[config.mk]
export PLATFORM = sky130hd
export DESIGN_NAME = sha256_round_engine
export DESIGN_NICKNAME = d
export VERILOG_FILES = /design/src/rtl/sha256_pkg.sv /design/src/rtl/sha256_msg_schedule.sv /design/src/rtl/sha256_round_engine.sv
export SDC_FILE = /design/constraint.sdc
export NUM_CORES = 2
export LEC_CHECK = 0
export BUFFER_PORTS_ARGS = -buffer_cell sky130_fd_sc_hd__clkbuf_2
export CAP_MARGIN = 20
export CORE_AREA = 2 2 403 405
export CTS_BUF_LIST = sky130_fd_sc_hd__clkbuf_2 sky130_fd_sc_hd__clkbuf_4 sky130_fd_sc_hd__clkbuf_8
export CTS_CLUSTER_DIAMETER = 150
export DETAILED_ROUTE_END_ITERATION = 7
export DIE_AREA = 0 0 405 407
export GPL_ROUTABILITY_DRIVEN = 0
export PLACE_DENSITY = 0.67
export SYNTH_ARGS = -nofsm -noshare
export SYNTH_HDL_FRONTEND = slang
export SYNTH_SLANG_ARGS = --single-unit
[constraint.sdc]
create_clock -name clk -period 21 [get_ports clk]
set_input_delay 4.2 -clock clk [delete_from_list [all_inputs] [get_ports clk]]
set_output_delay 4.2 -clock clk [all_outputs]
set_load 0.02 [all_outputs]
[src/rtl/sha256_pkg.sv]
// Shared SHA-256 definitions: FSM state type, round-constant table,
// initial hash value and the bitwise helper functions used by the
// round datapath and the message schedule.
package sha256_pkg;

  typedef enum logic [1:0] {ST_IDLE, ST_ROUND, ST_FIN} fsm_e;

  localparam logic [255:0] IV = {
    32'h6a09e667, 32'hbb67ae85, 32'h3c6ef372, 32'ha54ff53a,
    32'h510e527f, 32'h9b05688c, 32'h1f83d9ab, 32'h5be0cd19};

  // Index 0 is the leftmost entry.
  localparam logic [0:63][31:0] K_TAB = {
    32'h428a2f98, 32'h71374491, 32'hb5c0fbcf, 32'he9b5dba5,
    32'h3956c25b, 32'h59f111f1, 32'h923f82a4, 32'hab1c5ed5,
    32'hd807aa98, 32'h12835b01, 32'h243185be, 32'h550c7dc3,
    32'h72be5d74, 32'h80deb1fe, 32'h9bdc06a7, 32'hc19bf174,
    32'he49b69c1, 32'hefbe4786, 32'h0fc19dc6, 32'h240ca1cc,
    32'h2de92c6f, 32'h4a7484aa, 32'h5cb0a9dc, 32'h76f988da,
    32'h983e5152, 32'ha831c66d, 32'hb00327c8, 32'hbf597fc7,
    32'hc6e00bf3, 32'hd5a79147, 32'h06ca6351, 32'h14292967,
    32'h27b70a85, 32'h2e1b2138, 32'h4d2c6dfc, 32'h53380d13,
    32'h650a7354, 32'h766a0abb, 32'h81c2c92e, 32'h92722c85,
    32'ha2bfe8a1, 32'ha81a664b, 32'hc24b8b70, 32'hc76c51a3,
    32'hd192e819, 32'hd6990624, 32'hf40e3585, 32'h106aa070,
    32'h19a4c116, 32'h1e376c08, 32'h2748774c, 32'h34b0bcb5,
    32'h391c0cb3, 32'h4ed8aa4a, 32'h5b9cca4f, 32'h682e6ff3,
    32'h748f82ee, 32'h78a5636f, 32'h84c87814, 32'h8cc70208,
    32'h90befffa, 32'ha4506ceb, 32'hbef9a3f7, 32'hc67178f2};

  function automatic logic [31:0] k_at(input logic [5:0] t);
    return K_TAB[t];
  endfunction

  function automatic logic [31:0] rotr(input logic [31:0] x, input int unsigned n);
    return (x >> n) | (x << (32 - n));
  endfunction

  function automatic logic [31:0] big_sigma0(input logic [31:0] x);
    return rotr(x, 2) ^ rotr(x, 13) ^ rotr(x, 22);
  endfunction

  function automatic logic [31:0] big_sigma1(input logic [31:0] x);
    return rotr(x, 6) ^ rotr(x, 11) ^ rotr(x, 25);
  endfunction

  function automatic logic [31:0] small_sigma0(input logic [31:0] x);
    return rotr(x, 7) ^ rotr(x, 18) ^ (x >> 3);
  endfunction

  function automatic logic [31:0] small_sigma1(input logic [31:0] x);
    return rotr(x, 17) ^ rotr(x, 19) ^ (x >> 10);
  endfunction

  function automatic logic [31:0] ch(input logic [31:0] x, y, z);
    return (x & y) ^ (~x & z);
  endfunction

  function automatic logic [31:0] maj(input logic [31:0] x, y, z);
    return (x & y) ^ (x & z) ^ (y & z);
  endfunction

endpackage

[src/rtl/sha256_msg_schedule.sv]
// 16-word sliding message-schedule window.
//   clk, rst_n : clock, async active-low reset (window cleared)
//   load       : capture block_in into the window (W0 in slot 0)
//   shift      : advance one round; new word enters slot 15
//   block_in   : 512-bit block, [511:480] is W0
//   w_t        : schedule word for the current round (slot 0)
module sha256_msg_schedule
  import sha256_pkg::*;
(
  input  logic         clk,
  input  logic         rst_n,
  input  logic         load,
  input  logic         shift,
  input  logic [511:0] block_in,
  output logic [31:0]  w_t
);

  // Ascending index so a plain assignment puts the MSB word in slot 0.
  logic [0:15][31:0] w_q, w_d;
  logic [31:0]       w_new;

  assign w_new = small_sigma1(w_q[14]) + w_q[9] + small_sigma0(w_q[1]) + w_q[0];
  assign w_t   = w_q[0];

  always_comb begin
    w_d = w_q;
    if (load)       w_d = block_in;
    else if (shift) w_d = {w_q[1:15], w_new};
  end

  always_ff @(posedge clk or negedge rst_n) begin
    if (!rst_n) w_q <= '0;
    else        w_q <= w_d;
  end

endmodule

[src/rtl/sha256_round_engine.sv]
// SHA-256 compression rounds over one block, without the final chaining add.
//   clk, rst_n : clock, async active-low reset (aborts any block in flight)
//   start      : begin a block; honoured only while idle
//   block_in   : 512-bit message block, [511:480] is W0
//   hin        : starting working state, [255:224] is a, [31:0] is h
//   busy       : rounds in progress
//   done       : one-cycle pulse once state_out holds the final a..h
//   state_out  : final working variables, held until the next block finishes
module sha256_round_engine
  import sha256_pkg::*;
#(
  parameter int ROUNDS = 64
) (
  input  logic         clk,
  input  logic         rst_n,
  input  logic         start,
  input  logic [511:0] block_in,
  input  logic [255:0] hin,
  output logic         busy,
  output logic         done,
  output logic [255:0] state_out
);

  localparam logic [6:0] LAST = 7'(ROUNDS - 1);

  fsm_e             fsm_q;
  logic [6:0]       t_q;
  logic             busy_q, done_q;
  logic [255:0]     state_out_q;
  // Slot 7 is a, slot 0 is h: same packing as hin/state_out.
  logic [7:0][31:0] st_q, st_d;
  logic [31:0]      w_t, t1, t2;
  logic             load, shift;

  assign load  = (fsm_q == ST_IDLE) && start;
  assign shift = (fsm_q == ST_ROUND);

  sha256_msg_schedule u_sched (
    .clk      (clk),
    .rst_n    (rst_n),
    .load     (load),
    .shift    (shift),
    .block_in (block_in),
    .w_t      (w_t)
  );

  always_comb begin
    t1   = st_q[0] + big_sigma1(st_q[3]) + ch(st_q[3], st_q[2], st_q[1])
         + k_at(t_q[5:0]) + w_t;
    t2   = big_sigma0(st_q[7]) + maj(st_q[7], st_q[6], st_q[5]);
    st_d = {t1 + t2, st_q[7], st_q[6], st_q[5], st_q[4] + t1, st_q[3], st_q[2], st_q[1]};
  end

  always_ff @(posedge clk or negedge rst_n) begin
    if (!rst_n) begin
      fsm_q       <= ST_IDLE;
      t_q         <= '0;
      st_q        <= '0;
      busy_q      <= 1'b0;
      done_q      <= 1'b0;
      state_out_q <= '0;
    end else begin
      case (fsm_q)
        ST_IDLE: begin
          done_q <= 1'b0;
          if (start) begin
            st_q   <= hin;
            t_q    <= '0;
            busy_q <= 1'b1;
            fsm_q  <= ST_ROUND;
          end
        end
        ST_ROUND: begin
          st_q <= st_d;
          t_q  <= t_q + 7'd1;
          if (t_q == LAST) fsm_q <= ST_FIN;
        end
        ST_FIN: begin
          state_out_q <= st_q;
          done_q      <= 1'b1;
          busy_q      <= 1'b0;
          fsm_q       <= ST_IDLE;
        end
        default: fsm_q <= ST_IDLE;
      endcase
    end
  end

  assign busy      = busy_q;
  assign done      = done_q;
  assign state_out = state_out_q;

endmodule

# Word level (Yosys, flattened, before mapping)

Memories as Yosys holds them, arrays and structs flattened.
Cells that the tools add are included.
Widths: inputs -> output; s select.

Output and inout bits: 258
Memory bits (read-only): 2,048
Logic and storage cells: 97
Register bits: 1,035
Memories: 1

Bitwise logic cells: 28
Order comparisons: 1
Mux-type cells: 14
Equality and inequality tests: 5
Add/subtract/negate cells: 11
Reductions and logical operators: 8

Memories:

| memory          | depth | width | read ports | clocked after Yosys merged registers in | write ports | RTL line         | source |
|---|---|---|---|---|---|---|---|
| (no name shown) | 64    | 32    | 1          | 0                                       | 0           | sha256_pkg.sv:32 | `return K_TAB[t];` |

Operators with widths:

| operator            | number |
|---|---|
| $mux 512            | 2 |
| $pmux 256 s2        | 1 |
| $add 32x32->32      | 10 |
| $xor 32x32->32      | 9 |
| $mux 256            | 1 |
| $and 32x32->32      | 5 |
| $mux 32             | 2 |
| $not 32->32         | 1 |
| $or 10x32->32       | 1 |
| $or 13x32->32       | 1 |
| $or 14x32->32       | 1 |
| $or 15x32->32       | 1 |
| $or 19x32->32       | 1 |
| $or 21x32->32       | 1 |
| $or 25x32->32       | 1 |
| $or 26x32->32       | 1 |
| $or 30x32->32       | 1 |
| $or 7x32->32        | 1 |
| $xor 32x22->32      | 1 |
| $xor 32x29->32      | 1 |
| $pmux 7 s2          | 1 |
| $add 7x1->7 const B | 1 |
| $eq 7x6->1 const B  | 1 |
| $ge 7x7->1 const B  | 1 |
| 14 further kinds    | 20 |

# Logic depth before layout (Yosys ltp)

Depth after elaboration: 9
Mapped depth: 39
Mapped depth without buffers: 38

# Hierarchy

A second synthesis with hierarchy kept.

Cell total of the unflattened synthesis: 6,391
Area, all modules: 61,252.5 sq um

Modules (own cells, without submodules):

| module              | area an instance (sq um) | cells each | times used |
|---|---|---|---|
| sha256_round_engine | 33,427.1                 | 3,573      | 1 |
| sha256_msg_schedule | 27,825.4                 | 2,818      | 1 |

# Worst setup path after synthesis

No wires, ideal clock.

Kind: flip-flop to flip-flop
Start: reg t_q[1]
End: reg st_q (netlist bit st_d[223])
Slack: 13,323 ps
Arrival time: 7,559 ps
Path buffers: 2
Period minus slack after synthesis: 7,677 ps
Setup time: 118 ps
Cell stages (with the launch flop): 35
Path through: dfrtp_1 > clkbuf_1 > inv_1 > ha_1 > clkbuf_1 > nor2b_1 > o311ai_0 > o21ai_0 > o21ai_0 > fa_1 > fa_1 > inv_1 > ha_1 > inv_1 > fa_1 > nor2b_4 > o31a_4 > o22ai_4 > o41ai_4 > a31oi_4 > xnor2_1 > inv_1 > fa_1 > inv_1 > ha_1 > a21oi_1 > nand2_1 > a221oi_1 > o21ai_0 > a41o_1 > a21oi_1 > o21ai_0 > o21ai_0 > xnor3_1 > a21o_1

Cells in the longest elaborated chain, start to end: 8

RTL lines:

| item                                       | RTL line                  | source |
|---|---|---|
| from (decl)                                | sha256_round_engine.sv:27 | `logic [6:0] t_q;` |
| from (signal assigned)                     | sha256_round_engine.sv:75 | `t_q <= t_q + 7'd1;` |
| $not 6->7 (not written as such)            | sha256_pkg.sv:32          |  |
| $mem_v2 64x32                              | -                         |  |
| $mux 32 (not written as such) (2 in a row) | sha256_pkg.sv:32          |  |
| $add 32x32->32 (2 in a row)                | sha256_round_engine.sv:49 | `+ k_at(t_q[5:0]) + w_t;` |
| $add 32x32->32                             | sha256_round_engine.sv:51 | `st_d = {t1 + t2, st_q[7], st_q[6], st_q[5], st_q[4] + t1, st_q[3], st_q[2], st_q[1]};` |
| $pmux 256 s2                               | sha256_round_engine.sv:63 | `case (fsm_q)` |
| to (signal assigned)                       | sha256_round_engine.sv:67 | `st_q <= hin;` |
| to (signal assigned)                       | sha256_round_engine.sv:74 | `st_q <= st_d;` |
| to (decl)                                  | sha256_round_engine.sv:31 | `logic [7:0][31:0] st_q, st_d;` |

Every way passes these cells. The select of a mux whose other input is x is not followed.
A chain may end at the register's enable or synchronous reset.

# Worst setup path in the final report

Start: reg t_q[0]
End: reg st_q (netlist bit st_d[220])

The elaborated chain is that of the path after synthesis.

==> impl_metrics.toml <==
[placed_design]
dpl.hpwl_um = 198000
dp_cells = 8817
place.port_buffers = 1028
placed_area_mm2 = 0.0656

[floorplanning]
top_level_ports = 1029
die_area_mm2 = 0.165
die_h_um = 407
initial_core_util = 0.370
fp.coreArea_mm2 = 0.160
rows = 147
die_w_um = 405

[detailed_routing]
drc = 342
top_layer_used = "met5"
ant_nets = 0
wire_per_inst_um = 29.2
wl_met2_um = 127000
drtIter0Drc = 6744
wl_met1_um = 96100
first_pass_iters = 8
routed_wl_um = 269000
wl_met3_um = 25700
vias = 55172
vias_per_cell = 6.00

[yosys]
synth_top_family_by_area = "compound AO/OA/AOI/OAI gates"
synth_ff_type = "dfrtp_1"
synth-xor-area-share = 0.0538
synth.avg_cell_area_um2 = 9.66
synth_edf_count = 0
async_flop_share = 1.00
synthAdderAreaFrac = 0.0935
postSynthCellCount = 6132
ys_seq_area_frac = 0.437
ys_ff_latch = 1035
synth_compound_area_frac = 0.244
synthSimpleGateAreaFrac = 0.0619
syn-num-nets = 7232
synth.distinct_cells = 90
syn_area_mm2 = 0.0593
synthMuxAreaShare = 0.0562
yosys_warnings = 0

[timing]
drv_slew = 0
timing.fmax_ghz = 0.111
finalSetupTns_ns = 0
max_slew.worst_pin.slew_ns = 1.19
maxSlewHeadroom = 0.208
hold_viol_final = 0
layout_min_cycle_time_ns = 9.00
fin_crit_sh = 0.428
grt_setup_unrepaired = "no"
finClkSkew_ns = 0.0606
setup_violations = 0

[clocking]
cts_tree = "yes"
clkTransAtPathRegs_ns = 0.06
clk_latency_ns = 0.98
root_buffer = "clkbuf_8"
cts_made_buffers = 185
htreeDepth = 4
postCtsSetupBuffers = 0
numClockSinks = 1035
hold_buffers = 0
cts_resized = 0
cts.path.max_buffers = 3

[layout]
stdcell_count = 9189
drive_above_1_share = 0.251
final_common_cell = "dfrtp_1"
fin_area_mm2 = 0.0699
syn2layout_area_growth_pct = 18.0
utilization = 0.437
fill_cells = 15502
layout_common_cells = "dfrtp_1 (1031), clkbuf_2 (1026), o22ai_1 (916)"
fin_nets = 7946

[global_routing]
grt_overflow_total = 0
antenna_found_initial = 78
grt_usage = 0.314
grt_pass1_wl_um = 375000
grt_pass1_vias = 53671
grt_max_degree = 215

[status]
status = "complete, but fails checks"
failed_checks = "design-rule violations"

[worst_setup_path]
path_buf_inv = 5
cpPeakStageDelay_ns = 0.64
r2r_slack_ns = 12.00
path_delay_family = "compound AO/OA/AOI/OAI gates"
critPathKind = "flop to flop"
cp-start-kind = "flop"
crit_fanout = 16
arrival_ns = 9.81
cpMaxStageDelayCell = "dfrtp_1"
end_kind = "flop"
crit_required_ns = 21.81

[flow_run]
cap_violations = 0

[hold_path]
hp-class = "flop to flop"
==> worst paths after layout <==
| path | startpoint | end | cells past startpoint |
|---|---|---|---|
| max | t_q[0] | st_d[220] | 36 |
| min | u_sched.w_q[7] | u_sched.w_q[7] | 2 |
| max reg2reg | t_q[0] | st_d[220] | 36 |
| min reg2reg | u_sched.w_q[7] | u_sched.w_q[7] | 2 |
| max in group asynchronous | rst_n | state_out[108] | 5 |
| min in group asynchronous | rst_n | u_sched.w_q[157] | 1 |
==> layout make-up <==
type,instances,area [µm²],area share
inverters,267,1020,0.0145
multi-input cells,4257,30300,0.433
flip-flops and latches,1035,25900,0.370
clock buffers,283,3590,0.0513
clock inverters,46,556,0.00794
well taps,2160,2700,0.0386
diodes,41,103,0.00147
repair buffers,1100,5810,0.0831
==> metrics by stage <==
stage / hold WS (ns) / worst slack (ns)
after floorplan: 0.450 / 13.32
after global placement: 0.463 / 12.28
after detailed placement: 0.470 / 12.22
after CTS: 0.483 / 12.18
after global routing: 0.511 / 11.37
final: 0.483 / 12.00
==> worst register-to-register path, delay by kind of cell, from the launching register on <==
kind	cells	cell delay, ns
and+or+nand+nor	8	1.30
DFF	1	0.64
adders and majority gates	6	2.64
AOI/OAI and AO/OA	15	3.27
muxes	1	0.17
xor gates and xnor gates	1	0.16
buffers and inverters	5	0.66
==> state kept, by name (all words and copies together), names as in the netlist <==
signal	count
u_sched.w_q	480
state_out	256
st_d	192
st_q	64
u_sched.w_t	32
t_q	7
fsm_q	2
busy	1
done	1
==> per-layer routing <==
layer	track usage	up-vias
li1	-	23704
met1	0.365	27305
met2	0.504	3252
met3	0.0907	873
met4	0.207	38
met5	0.00922	-
==> logic make-up after synthesis <==
family	count (synthesis)
AOI/OAI and AO/OA	2405
xor gates and xnor gates	361
adders and majority gates	331
buffers and inverters	840
DFF	1035
muxes	290
and+or+nand+nor	870
==> synthesized netlist by cell type (all sizes together), types with 13 or more instances <==
master	count	area share
a211oi	30	0.0039
a21o	76	0.0096
a21oi	819	0.069
a22oi	83	0.011
a311oi	14	0.0021
a31oi	31	0.0035
and3	13	0.0014
buf	55	0.0040
clkbuf	518	0.033
dfrtp	1035	0.44
fa	187	0.063
ha	142	0.030
inv	267	0.017
mux2	270	0.051
mux2i	13	0.0022
nand2	200	0.013
nand2b	29	0.0031
nand3	39	0.0033
nor2	494	0.031
nor2b	20	0.0022
nor3	32	0.0029
o211ai	14	0.0018
o21a	13	0.0016
o21ai	263	0.022
o21bai	28	0.0035
o22a	27	0.0040
o22ai	917	0.097
o31ai	17	0.0022
xnor2	271	0.040
xor2	88	0.013
Power is left out: the tool's default activity adds up to more than one toggle a clock period on the data nets, which glitch-free logic cannot reach.
